==> src/rtl/mux2_rr_arbiter.sv <==
// mux2_rr_arbiter: two-requester round-robin arbiter that drives the select of
// the shared 2:1 mux and passes the granted side's valid/ready/data through
// combinationally. A grant lasts at most MAX_BURST accepted beats and is then
// handed to the other side if it is waiting.

module mux2_rr_arbiter #(
   parameter int WIDTH     = 8,
   parameter int MAX_BURST = 4
) (
   input  logic             clk,
   input  logic             rst,
   input  logic             a_valid,
   output logic             a_ready,
   input  logic [WIDTH-1:0] a_data,
   input  logic             b_valid,
   output logic             b_ready,
   input  logic [WIDTH-1:0] b_data,
   output logic             m_valid,
   input  logic             m_ready,
   output logic [WIDTH-1:0] m_data,
   output logic             sel,
   output logic             busy
);

   localparam int CW = $clog2(MAX_BURST) + 1;

   localparam logic [1:0] IDLE  = 2'd0;
   localparam logic [1:0] OWN_A = 2'd1;
   localparam logic [1:0] OWN_B = 2'd2;

   localparam logic [CW-1:0] CNT_LAST = CW'(MAX_BURST - 1);
   localparam logic [CW-1:0] CNT_ONE  = CW'(1);

   // last: 0 means A was granted most recently, 1 means B
   logic [1:0]    state;
   logic [1:0]    state_next;
   logic          last;
   logic          last_next;
   logic          sel_next;
   logic [CW-1:0] cnt;
   logic [CW-1:0] cnt_next;
   logic          grant_a;
   logic          grant_b;

   // Handshake passthrough; reset blocks every transfer in the same cycle
   assign busy    = (state != IDLE);
   assign m_data  = sel ? b_data : a_data;
   assign a_ready = ~rst & (state == OWN_A) & m_ready;
   assign b_ready = ~rst & (state == OWN_B) & m_ready;
   assign m_valid = ~rst & (((state == OWN_A) & a_valid) | ((state == OWN_B) & b_valid));

   // Next-state: arbitration from IDLE, burst counting and release/handover
   always_comb begin
      state_next = state;
      sel_next   = sel;
      last_next  = last;
      cnt_next   = cnt;
      grant_a    = 1'b0;
      grant_b    = 1'b0;
      case (state)
         IDLE: begin
            if (a_valid && b_valid) begin
               if (last) grant_a = 1'b1;
               else      grant_b = 1'b1;
            end else if (a_valid) begin
               grant_a = 1'b1;
            end else if (b_valid) begin
               grant_b = 1'b1;
            end
         end
         OWN_A: begin
            if (!a_valid) begin
               if (b_valid) grant_b = 1'b1;
               else         state_next = IDLE;
            end else if (m_ready) begin
               if (cnt == CNT_LAST) begin
                  if (b_valid) grant_b = 1'b1;
                  else         cnt_next = '0;
               end else begin
                  cnt_next = cnt + CNT_ONE;
               end
            end
         end
         OWN_B: begin
            if (!b_valid) begin
               if (a_valid) grant_a = 1'b1;
               else         state_next = IDLE;
            end else if (m_ready) begin
               if (cnt == CNT_LAST) begin
                  if (a_valid) grant_a = 1'b1;
                  else         cnt_next = '0;
               end else begin
                  cnt_next = cnt + CNT_ONE;
               end
            end
         end
         default: state_next = IDLE;
      endcase
      if (grant_a) begin
         state_next = OWN_A;
         sel_next   = 1'b0;
         last_next  = 1'b0;
         cnt_next   = '0;
      end else if (grant_b) begin
         state_next = OWN_B;
         sel_next   = 1'b1;
         last_next  = 1'b1;
         cnt_next   = '0;
      end
   end

   // State registers; last starts at B so A wins the first contention
   always_ff @(posedge clk) begin
      if (rst) begin
         state <= IDLE;
         sel   <= 1'b0;
         last  <= 1'b1;
         cnt   <= '0;
      end else begin
         state <= state_next;
         sel   <= sel_next;
         last  <= last_next;
         cnt   <= cnt_next;
      end
   end

endmodule

==> config.mk <==
export PLATFORM = sky130hd
export DESIGN_NAME = mux2_rr_arbiter
export DESIGN_NICKNAME = d
export VERILOG_FILES = /design/src/rtl/mux2_rr_arbiter.sv
export SDC_FILE = /design/constraint.sdc
export NUM_CORES = 1
export LEC_CHECK = 0
export BUFFER_PORTS_ARGS = -buffer_cell sky130_fd_sc_hd__buf_2
export CAP_MARGIN = 20
export CORE_UTILIZATION = 38
export DETAILED_ROUTE_END_ITERATION = 10
export PLACE_DENSITY_LB_ADDON = 0.1
export RECOVER_POWER = 100
export SYNTH_ARGS = -nofsm -noshare
export SYNTH_HDL_FRONTEND = slang
export SYNTH_SLANG_ARGS = --single-unit
==> constraint.sdc <==
create_clock -name clk -period 1.21 [get_ports clk]
set_input_delay 0.1815 -clock clk [delete_from_list [all_inputs] [get_ports clk]]
set_output_delay 0.1815 -clock clk [all_outputs]
set_load 0.01 [all_outputs]
==> metrics <==
H-tree levels 1; xor/xnor share of the synthesized area 0%; nets 139; TritonCTS clock tree done; share of post-route cells with drive strength above 1 66.38%; design area 1066 µm²; Max clock buf depth 2; Core Area 1366 µm²; crit path max-delay cell type sky130_fd_sc_hd__mux2_2; final critical-path setup slack -0.1535 ns; Post-Syn Area 590.6 µm²; data arrival time of the critical path 1.18 ns; fraction of power consumed by combinational cells 40.5%; Leakage Power 0.0004882 µW; I/O pin cnt 34; top-area cell type share of the netlist area 23.73%; count of cell instances traversed by the critical path 3; post-detailed-routing wire length 2004 µm; r2r worst-path depth 5; largest net degree at the start of global routing 11; kind of launch point of the worst setup path flip-flop; number of diodes added for antenna fixing 0; endpoint of the worst-slack reg-to-reg timing path cnt[1]; leading cell types by count after synthesis sky130_fd_sc_hd__mux2_2 (8), sky130_fd_sc_hd__dfxtp_1 (7), sky130_fd_sc_hd__nor2_1 (5), sky130_fd_sc_hd__o21ai_0 (5); MaxCap Viol Count 0; slack of the worst reg-to-reg path -0.12 ns; hold bufs inserted after CTS 0; largest incremental delay on the critical path 0.35 ns; setup repair after global routing missed its margin true; class of the most critical setup path flip-flop to primary output; synthesized instance count 68; number of unique standard cell types used by synthesis 34; remaining max-slew budget at the tightest pin 83.06%; Critical R2R Launch state[0]; total power density per cell area 754.2 nW/µm²; primary flip-flop cell chosen by synthesis mapping sky130_fd_sc_hd__dfxtp_1; Required @ worst endpoint 1.03 ns; launch point of the critical path sel; via count 717; iteration-0 DRC count of the detailed router 16; placer congestion estimate 0.8133; leftover overflow at the end of global routing 0; hold slack 0.2039 ns; final hold violation count 0; CP Max Fanout 10; total iterations of the first detailed-routing run 4; number of placed instances, taps included 119; number of endpoints failing setup at the final stage 17; count of flip-flops with a built-in enable after synthesis 0; series of cell instances along the critical path buf_12 > mux2_2 > buf_6; vias in the first global route 712; part of the cycle the worst path needs 112.7%; placed inst area 833.3 µm²; Synth Area in Simple Gates 30.72%; CTS clock-pin slew for the worst setup and hold paths 0.06 ns; Layout area overhead 80.51%; switching power total 242.7 µW; mean instance size in the synthesized netlist 8.685 µm²; cell family with most CP delay multiplexers; dominant combinational cell family by area after synthesis simple AND/OR/NAND/NOR gates; number of buffer and inverter instances along the worst setup path 2; Area contributors post-synth sky130_fd_sc_hd__dfxtp_1 (24%), sky130_fd_sc_hd__mux2_2 (15%), sky130_fd_sc_hd__o211ai_2 (4.2%); cell accounting for the most synthesized area sky130_fd_sc_hd__dfxtp_1; Post-route DRC 0; endpoint of the worst setup timing path m_data[1]; Yosys reg bits 7; Slew Limit Fails 0; vias per std cell 5.473; Sw Share 30.19%; post-layout minimum cycle time 1.363 ns; CTS Root Cell sky130_fd_sc_hd__clkbuf_4; library cell with the highest instance count after synthesis sky130_fd_sc_hd__mux2_2; violated checks setup timing; total clock sinks 7; number of nets with antenna violations after routing 0; Die Wd 41.42 µm; wire length of the first global-routing pass 3111 µm; type of element capturing the critical path primary output; HP Class primary input to flip-flop; site row count 13; Worst Tran Pin Value 0.2529 ns; Buffers on Ports 33; HPWL Detailed 1187 µm; max frequency 0.7334 GHz; overall fraction of global-route tracks in use 23.31%; Internal Pwr Total 561.3 µW; final non-filler cell total 131; portion of total power attributed to sequential cells 31.7%; fraction of the mapped netlist area in compound gates 22.67%; clock latency on the worst-skew pair 0.26 ns; clock tree skew after final layout 0.007766 ns; worst-case vdd ir drop 496.6 µV; initial cell density of the core 43.22%; Chip Height 41.42 µm; die area 1716 µm²; Clock Power Share 27.8%; mux contribution to synthesized area 15.25%; Syn. warnings 0; clock buffers created by TritonCTS 3; final routed wire length divided by cell count 15.30 µm; overall power consumption 804.0 µW; adder-cell area share of the yosys netlist 2.119%; antenna violations before repair 0; ys async rst share 0%; run status finished, violations left; sequential element share of the synthesized area 23.73%; number of nets in the synthesized netlist 90
==> logic make-up after synthesis <==
logic type      Yosys count
flops                     7
compound gates           18
simple gates             27
mux                       8
fa+ha+maj                 1
buf+inv                   7
==> worst min-delay path by stage <==
| stage | start | end | slack (ns) | cells past startpoint |
|---|---|---|---|---|
| final | rst | last | 0.20 | 2 |
| after global routing | rst | last | 0.20 | 2 |
| after CTS | rst | last | 0.20 | 2 |
| after detailed placement | rst | last | 0.47 | 2 |
| after global placement | rst | last | 0.48 | 2 |
| after floorplan | rst | last | 0.29 | 1 |
==> final cells by class <==
cell class	instances	area, µm²
well taps	15	18.77
repair buffers	48	386.6
fillers	109	300.3
multi-input cells	54	471.7
flip-flops and latches	7	151.4
inverters	3	11.26
clock buffers	4	26.28
==> what timing repair did <==
item | in CTS | in global routing
endpoints found under the hold margin | 0 | 0
pin swaps | 5 | 1
endpoints found under the setup margin | 18 | 19
buffers inserted | 5 | 3
gates resized for setup | 29 | 9
==> metrics by stage <==
stage | utilization, % | worst slack (ns) | setup TNS [ns]
finish | 78.02 | -0.1535 | -1.870
global route | 78.02 | -0.1920 | -2.456
CTS | 72.53 | -0.1447 | -1.736
detailed placement | 60.99 | -0.07007 | -0.2602
global placement | 60.99 | -0.05161 | -0.2760
floorplan | - | 0.007965 | 0
==> power by group through the flow <==
stage | logic (µW) | registers (µW) | clock network [µW]
4_1_cts | 283 | 254 | 231
3_5_place_dp | 224 | 259 | 0
6_report | 326 | 255 | 224
2_1_floorplan | 129 | 254 | 0
3_3_place_gp | 221 | 260 | 0
5_1_grt | 346 | 255 | 245
==> placed cells by master, fill, tap and decap left out, types with 2 or more instances in the layout <==
cell and n:
sky130_fd_sc_hd__a21oi_1 3, sky130_fd_sc_hd__and3b_2 3, sky130_fd_sc_hd__buf_12 2, sky130_fd_sc_hd__buf_2 22, sky130_fd_sc_hd__buf_4 9, sky130_fd_sc_hd__buf_6 15, sky130_fd_sc_hd__clkbuf_4 3, sky130_fd_sc_hd__dfxtp_1 2
sky130_fd_sc_hd__dfxtp_2 3, sky130_fd_sc_hd__dfxtp_4 2, sky130_fd_sc_hd__inv_1 2, sky130_fd_sc_hd__mux2_2 6, sky130_fd_sc_hd__mux2_4 2, sky130_fd_sc_hd__nand2_1 3, sky130_fd_sc_hd__nand2b_1 3, sky130_fd_sc_hd__nand3_1 3
sky130_fd_sc_hd__nor2_1 3, sky130_fd_sc_hd__nor2_4 2, sky130_fd_sc_hd__o211ai_2 2, sky130_fd_sc_hd__o21ai_0 3, sky130_fd_sc_hd__o21ai_1 2, sky130_fd_sc_hd__or2_1 2
==> layer usage <==
metal | vias to the layer above | part of all wire, % | track usage (%)
li1 | 349 | - | -
met1 | 347 | 40 | 26.60
met2 | 19 | 56 | 40.00
met3 | 2 | 3.4 | 6.522
met4 | 0 | 0.60 | 10.32
met5 | - | 0 | 0
==> worst reg2reg max path: stages, from the launching register on <==
cell	delay (ns)
sky130_fd_sc_hd__dfxtp_4	0.37
sky130_fd_sc_hd__buf_6	0.13
sky130_fd_sc_hd__or2_1	0.21
sky130_fd_sc_hd__a311o_1	0.32
sky130_fd_sc_hd__o211ai_2	0.12
sky130_fd_sc_hd__a21oi_1	0.06
==> registers in the layout, summed over array words and instances (netlist names) <==
| name | flops |
|---|---|
| cnt | 3 |
| sel | 1 |
| state | 2 |
| last | 1 |
(Power assumes the default switching activity.)
